===== config.mk =====
export PLATFORM = sky130hd
export DESIGN_NAME = uart_rx_marco
export DESIGN_NICKNAME = d
export VERILOG_FILES = /design/src/rtl/uart_pkg.sv /design/src/rtl/uart_rx_core.sv /design/src/rtl/uart_rx_marco.sv
export SDC_FILE = /design/constraint.sdc
export NUM_CORES = 1
export LEC_CHECK = 0
export CELL_PAD_IN_SITES_DETAIL_PLACEMENT = 1
export CELL_PAD_IN_SITES_GLOBAL_PLACEMENT = 1
export CORE_MARGIN = 2
export CORE_UTILIZATION = 32
export CTS_CLUSTER_DIAMETER = 60
export CTS_CLUSTER_SIZE = 14
export DETAILED_ROUTE_END_ITERATION = 16
export PLACE_DENSITY = 0.62
export REMOVE_ABC_BUFFERS = 1
export SLEW_MARGIN = 20
export SYNTH_ARGS = -nofsm -noshare
export SYNTH_HDL_FRONTEND = slang
export SYNTH_HIERARCHICAL = 1
export SYNTH_SLANG_ARGS = --single-unit

===== constraint.sdc =====
create_clock -name clk -period 4.7 [get_ports clk]
set_input_delay 0.94 -clock clk [delete_from_list [all_inputs] [get_ports clk]]
set_output_delay 0.94 -clock clk [all_outputs]
set_load 0.05 [all_outputs]

===== src/rtl/uart_pkg.sv =====
`default_nettype none
// ============================================================================
// Module      : uart_pkg
// Description : Shared UART types and message constants (rx FSM states,
//               MARCO pattern, POLO reply).
// Revision    : 1.0 - initial release
// ============================================================================
package uart_pkg;

    typedef enum logic [1:0] {
        ST_IDLE  = 2'd0,
        ST_START = 2'd1,
        ST_DATA  = 2'd2,
        ST_STOP  = 2'd3
    } rx_state_t;

    // "MARCO\n", first byte in the top octet
    localparam logic [47:0] c_marco_msg   = 48'h4D_41_52_43_4F_0A;
    localparam int          c_marco_len   = 6;
    localparam logic [7:0]  c_marco_first = 8'h4D;
    localparam logic [2:0]  c_marco_last  = 3'd5;

    // "POLO\n" reply sent by the transmitter on a MARCO hit
    localparam logic [39:0] c_polo_msg    = 40'h50_4F_4C_4F_0A;
    localparam int          c_polo_len    = 5;

    function automatic logic [7:0] f_marco_byte(input logic [2:0] idx);
        logic [7:0] v;
        case (idx)
            3'd0:    v = 8'h4D;
            3'd1:    v = 8'h41;
            3'd2:    v = 8'h52;
            3'd3:    v = 8'h43;
            3'd4:    v = 8'h4F;
            3'd5:    v = 8'h0A;
            default: v = 8'h00;
        endcase
        return v;
    endfunction

endpackage
`default_nettype wire


===== src/rtl/uart_rx_core.sv =====
`default_nettype none
// ============================================================================
// Module      : uart_rx_core
// Description : 8N1 UART receiver, oversampled framing with 2-flop input sync.
// Revision    : 1.0 - initial release
// ============================================================================
module uart_rx_core
    import uart_pkg::*;
#(
    parameter int OVERSAMPLE   = 16,
    parameter int SAMPLE_POINT = 7
) (
    input  logic       clk,
    input  logic       rst,
    input  logic       baud16_tick,
    input  logic       rx,
    output logic [7:0] rx_data,
    output logic       rx_valid,
    output logic       frame_err,
    output logic       busy
);

    localparam logic [3:0] c_sample = 4'(SAMPLE_POINT);
    localparam logic [3:0] c_last   = 4'(OVERSAMPLE - 1);

    logic       r_sync_1;
    logic       r_rxs;
    logic       r_rxs_d;

    rx_state_t  r_state,  w_state_nxt;
    logic [3:0] r_cnt,    w_cnt_nxt;
    logic [2:0] r_bit,    w_bit_nxt;
    logic [7:0] r_shift,  w_shift_nxt;
    logic [7:0] r_data,   w_data_nxt;
    logic       r_valid,  w_valid_nxt;
    logic       r_ferr,   w_ferr_nxt;

    always_ff @(posedge clk) begin
        if (rst) begin
            r_sync_1 <= 1'b1;
            r_rxs    <= 1'b1;
            r_rxs_d  <= 1'b1;
        end else begin
            r_sync_1 <= rx;
            r_rxs    <= r_sync_1;
            r_rxs_d  <= r_rxs;
        end
    end

    always_ff @(posedge clk) begin
        if (rst) begin
            r_state <= ST_IDLE;
            r_cnt   <= '0;
            r_bit   <= '0;
            r_shift <= '0;
            r_data  <= '0;
            r_valid <= 1'b0;
            r_ferr  <= 1'b0;
        end else begin
            r_state <= w_state_nxt;
            r_cnt   <= w_cnt_nxt;
            r_bit   <= w_bit_nxt;
            r_shift <= w_shift_nxt;
            r_data  <= w_data_nxt;
            r_valid <= w_valid_nxt;
            r_ferr  <= w_ferr_nxt;
        end
    end

    always_comb begin
        w_state_nxt = r_state;
        w_cnt_nxt   = r_cnt;
        w_bit_nxt   = r_bit;
        w_shift_nxt = r_shift;
        w_data_nxt  = r_data;
        w_valid_nxt = 1'b0;
        w_ferr_nxt  = 1'b0;
        case (r_state)
            ST_IDLE: begin
                // Edge-triggered start so a line stuck low never re-arms
                if (!r_rxs && r_rxs_d) begin
                    w_state_nxt = ST_START;
                    w_cnt_nxt   = '0;
                end
            end
            ST_START: begin
                if (baud16_tick) begin
                    if (r_cnt == c_sample) begin
                        w_cnt_nxt   = '0;
                        w_bit_nxt   = '0;
                        w_state_nxt = r_rxs ? ST_IDLE : ST_DATA;
                    end else begin
                        w_cnt_nxt = r_cnt + 4'd1;
                    end
                end
            end
            ST_DATA: begin
                if (baud16_tick) begin
                    if (r_cnt == c_last) begin
                        w_cnt_nxt   = '0;
                        w_shift_nxt = {r_rxs, r_shift[7:1]};
                        if (r_bit == 3'd7) begin
                            w_state_nxt = ST_STOP;
                        end else begin
                            w_bit_nxt = r_bit + 3'd1;
                        end
                    end else begin
                        w_cnt_nxt = r_cnt + 4'd1;
                    end
                end
            end
            ST_STOP: begin
                if (baud16_tick) begin
                    if (r_cnt == c_last) begin
                        w_cnt_nxt   = '0;
                        w_state_nxt = ST_IDLE;
                        if (r_rxs) begin
                            w_data_nxt  = r_shift;
                            w_valid_nxt = 1'b1;
                        end else begin
                            w_ferr_nxt = 1'b1;
                        end
                    end else begin
                        w_cnt_nxt = r_cnt + 4'd1;
                    end
                end
            end
            default: w_state_nxt = ST_IDLE;
        endcase
    end

    assign rx_data   = r_data;
    assign rx_valid  = r_valid;
    assign frame_err = r_ferr;
    assign busy      = (r_state != ST_IDLE);

endmodule
`default_nettype wire


===== src/rtl/uart_rx_marco.sv =====
`default_nettype none
// ============================================================================
// Module      : uart_rx_marco
// Description : UART receiver that pulses marco_hit on each "MARCO\n".
// Revision    : 1.0 - initial release
// ============================================================================
module uart_rx_marco
    import uart_pkg::*;
#(
    parameter int OVERSAMPLE   = 16,
    parameter int SAMPLE_POINT = 7
) (
    input  logic       clk,
    input  logic       rst,
    input  logic       baud16_tick,
    input  logic       rx,
    output logic [7:0] rx_data,
    output logic       rx_valid,
    output logic       frame_err,
    output logic       marco_hit,
    output logic       busy
);

    logic [2:0] r_idx;
    logic       r_hit;

    uart_rx_core #(
        .OVERSAMPLE   (OVERSAMPLE),
        .SAMPLE_POINT (SAMPLE_POINT)
    ) u_core (
        .clk         (clk),
        .rst         (rst),
        .baud16_tick (baud16_tick),
        .rx          (rx),
        .rx_data     (rx_data),
        .rx_valid    (rx_valid),
        .frame_err   (frame_err),
        .busy        (busy)
    );

    // A mismatching 'M' restarts the match at index 1 so "MMARCO\n" still hits
    always_ff @(posedge clk) begin
        if (rst) begin
            r_idx <= '0;
            r_hit <= 1'b0;
        end else begin
            r_hit <= 1'b0;
            if (frame_err) begin
                r_idx <= '0;
            end else if (rx_valid) begin
                if (rx_data == f_marco_byte(r_idx)) begin
                    if (r_idx == c_marco_last) begin
                        r_idx <= '0;
                        r_hit <= 1'b1;
                    end else begin
                        r_idx <= r_idx + 3'd1;
                    end
                end else begin
                    r_idx <= (rx_data == c_marco_first) ? 3'd1 : 3'd0;
                end
            end
        end
    end

    assign marco_hit = r_hit;

endmodule
`default_nettype wire


# Yosys cells after proc, flatten, opt, wreduce, memory -nomap -nowiden
# Index checks and enable logic that the tools add are counted.
# totals
output_inout_bits,12
input_bits,4
word_cells,90
register_bits,34
# classes
eq_ne,23
n_reduce_logical,15
bitwise_logic,5
n_addsub,3
n_mux,32
# op_table
op,n
one-hot mux 7 bit (6 select lines),1
two-way mux 8 bit,3
two-way mux 3 bit,7
two-way mux 4 bit,5
two-way mux 2 bit,9
inequality test 2 x 1 -> 1 bit (second input constant),6
one-hot mux 4 bit (3 select lines),1
equality test 3 bit (second input constant),3
equality test 8 x 7 -> 1 bit (second input constant),1
equality test 8 bit,1
inequality test 2 bit (second input constant),4
one-hot mux 2 bit (4 select lines),1
AND reduction 8 bit,1
OR reduction 4 bit,2
adder 3 x 1 -> 3 bit (second input constant),2
equality test 3 x 2 -> 1 bit (second input constant),2
one-hot mux 3 bit (2 select lines),1
AND reduction 3 bit,2
AND reduction 6 bit,1
NOT 1 bit,5
adder 4 x 1 -> 4 bit (second input constant),1
equality test 2 bit (second input constant),2
equality test 4 x 3 -> 1 bit (second input constant),1
equality test 4 bit (second input constant),1
10 further kinds,15

# Depth between registers and ports, before layout
# logic_depth
depth_word,8
mapped_depth,8
mapped_depth_nobuf,7

# By module
# Netlist, hierarchy kept.
# by_module_without_submodules
module,instances,seq_area_each_um2,area_each_um2,cells_per_inst
uart_rx_core,1,600.6,1271.2,128
uart_rx_marco,1,80.1,432.9,55

# Least setup slack after synthesis
# Ideal clock, no wire load.
# synth_timing
kind,register to register
from,reg r_idx[1]
to,reg r_idx[0]
arrival_ns,1.987
period_less_slack_ns,2.107
required_ns,4.580
setup_slack_ns,2.593
n_path_buf,1
stages_incl_launch_ff,8
setup_time_ns,0.120
path_cell_list,dfxtp_1 -> buf_2 -> and2_1 -> ha_1 -> or4_4 -> a211oi_4 -> a211oi_1 -> o31a_1
# synth_between
elab_chain_len,7
word_cells_on_any_way,13
classes_between,eq/ne: 6; mux: 6; reduce/logical: 1
# synth_rtl
item,line_no,text
from (decl),uart_rx_marco.sv:24,logic [2:0] r_idx;
from (signal assigned),uart_rx_marco.sv:56,r_idx <= r_idx + 3'd1;
from (signal assigned),uart_rx_marco.sv:59,r_idx <= (rx_data == c_marco_first) ? 3'd1 : 3'd0;
equality test 3 bit (tied with other cells),"uart_pkg.sv:29, uart_rx_marco.sv:52",
one-hot mux 7 bit (6 select lines),uart_pkg.sv:29,case (idx)
two-way mux 8 bit,uart_rx_marco.sv:50,end else if (rx_valid) begin
two-way mux 8 bit,uart_rx_marco.sv:48,if (frame_err) begin
two-way mux 8 bit,uart_rx_marco.sv:43,if (rst) begin
equality test 8 bit,uart_rx_marco.sv:51,if (rx_data == f_marco_byte(r_idx)) begin
two-way mux 3 bit (*),uart_rx_marco.sv:51,
# Mark *: on every way between the ends. The rest lies on a longest branch, timed or not. The select of a mux whose other input is x is not followed.
# A chain may end at the register's enable or synchronous reset.

==> impl_metrics.toml <==
[critical_path]
path_max_fanout = 13
end_kind = "primary output"
cp.required_ns = 3.76
cp.arrival_ns = 1.84
startpoint_type = "flop"
criticalPathCategory = "flop to primary output"

[yosys]
synth-seq-cells = 34
ys_warn_count = 6
synth-compound-area-share_pct = 11.2
synth_edf_count = 0
synthArstFlopShare_pct = 0
yosysUniqueCellTypes = 46
synth_top_family_by_area = "simple AND/OR/NAND/NOR gates"
synth-simple-area-share_pct = 28.4
ys_seq_area_share_pct = 39.9
netlist_area_um2 = 1700
synthMuxAreaShare_pct = 11.2
synth_xor_area_share_pct = 0.514
synthAdderAreaFrac_pct = 3.52
synth_area_per_cell_um2 = 9.31
syn_inst = 183
synth_flop_cell = "dfxtp_1"

[power_and_ir_drop]
cellPowerDensity_nw_per_um2 = 289
p_leak_nw = 0.762
p_total_mw = 0.571
peakVddDrop_uv = 149

[run_status]
run_status = "completed"

[sta]
max-slew-margin-rel_pct = 59.8
fin_hold_ws_ns = 0.418
setup_viol = 0
finalCriticalPeriod_ns = 2.78
finalCritPeriodShare_pct = 59.2
finalMaxSlewViolations = 0
tns_ns = 0
fin_ws_ns = 1.92
skew_ns = 0.00871
grt_setup_unrepaired = "no"
hold_viol_final = 0
fmax_mhz = 359
worst_slew_pin_slew_ns = 0.601

[finish]
nets = 202
drive_above_1_share_pct = 11.8
area_growth_pct = 15.9
fin_area_um2 = 1980
instances_no_fill = 265
n_antenna_cell = 0
final_common_cell = "dfxtp_1"
mostFrequentLayoutCells = "dfxtp_1 (34), nor2_1 (24), mux2i_1 (19)"
final_core_util_pct = 38.7

[grt]
grt_pass1_wl_um = 6690
grt_max_degree = 33
grt_pass1_vias = 1405
grt_use_total_pct = 14.0
overflow = 0
grt_antenna_before_repair = 0

[clock_network]
cts_htree_levels = 2
clkTransAtPathRegs_ns = 0.07
ctsResizeCount = 0
numCtsBuffers = 5
cts_hold_buf = 0
clock_sinks = 34
clkLatencyLatePin_ns = 0.28
cts_tree = "done"
clk_path_buf_depth = 2
clockRootBuffer = "clkbuf_8"
postCtsSetupBuffers = 0

[die]
die_w_um = 77.0
die-area_um2 = 5930
dieHeight_um = 77.0
core_um2 = 5110
num_rows = 26
start_util_pct = 33.4
io_pins = 16

[place]
port_buffers = 15
place_inst = 257
hpwl_um = 2730
routabilityCongestion = 0.777
dpl_worst_slack_ns = 1.78
place_area_um2 = 1870

[flow_run]
max-cap-violations = 0

[routing]
ant_nets = 0
vias = 1330
vias_per_cell = 5.02
drc = 0
dr.pass1.iters = 4
drt_iter0_markers = 46
routedWlPerCell_um = 14.5
route.final.wire_length_um = 3850

[min_path]
holdCritPathClass = "flop to flop"
-- path summary, 6_finish.rpt --
kind / start / to / slack [ns] / cells past startpoint
hold / removal: u_core/r_sync_1 / u_core/r_rxs / 0.42 / 1
setup reg to reg: r_idx[1] / r_idx[0] / 2.42 / 6
hold reg to reg: u_core/r_sync_1 / u_core/r_rxs / 0.42 / 1
setup / recovery: flop / busy / 1.92 / 2
-- cell type report --
cell class | count | area (um^2)
Clock buffer | 8 | 110
Fill cell | 611 | 3130
Inverter | 5 | 18.8
Multi-Input combinational cell | 133 | 933
Sequential cell | 34 | 681
Tap cell | 70 | 87.6
Timing Repair Buffer | 15 | 145
-- synth_stat cells, drive strengths merged, types with 2 or more instances --
master,number,area share (%)
nor3,2,0.59
nor2b,4,2.3
mux2i,19,11
nor4bb,3,1.8
dfxtp,34,40
a21oi,7,2.1
and2,3,1.1
a21o,2,0.88
nor3b,3,1.3
or2,6,2.2
o21ai,3,1.1
inv,5,1.1
nand3b,2,0.88
nand4,5,1.8
buf,8,3.5
ha,4,2.9
a22oi,2,1.2
nand2,11,2.4
clkbuf,3,0.66
nand3,6,1.8
nor2,24,5.3
a211oi,4,2.5
nand2b,4,1.5
and4b,2,1.2
o21a,2,0.88
-- where the power goes --
part / switching [mW] / internal, mW / total (mW)
registers: 0.00362 / 0.290 / 0.294
clock network: 0.107 / 0.148 / 0.255
logic: 0.0120 / 0.00977 / 0.0218
-- registers in the layout, indices dropped and copies added (netlist names), named ones only --
| register | flops |
|---|---|
| u_core/r_bit | 3 |
| u_core/r_cnt | 4 |
| u_core/rx_data | 8 |
| u_core/rx_valid | 1 |
| u_core/r_rxs_d | 1 |
| u_core/frame_err | 1 |
| marco_hit | 1 |
| u_core/r_sync_1 | 1 |
| u_core/r_rxs | 1 |
| r_idx | 3 |
| u_core/r_shift | 8 |
| u_core/r_state | 1 |
-- metal layers --
metal  share of wire (%)  GRT usage, %  wire length [um]
met2                  49          22.7              1880
met4                 2.2          6.79                83
met5                   0             0                 0
met3                 2.7          3.18               103
met1                  46          17.6              1780
-- critical path, stage by stage (launching register included) --
cell             delay (ns)
dfxtp_1                0.58
or2_2                  0.19
clkdlybuf4s50_1        0.79
-- kinds of logic after synthesis --
group                      Yosys count
adders and majority gates            5
DFF                                 34
and+or+nand+nor                     83
AOI/OAI and AO/OA                   25
xor gates and xnor gates             1
buffers and inverters               16
muxes                               19
Note: power is estimated with default switching activity, not from simulation.
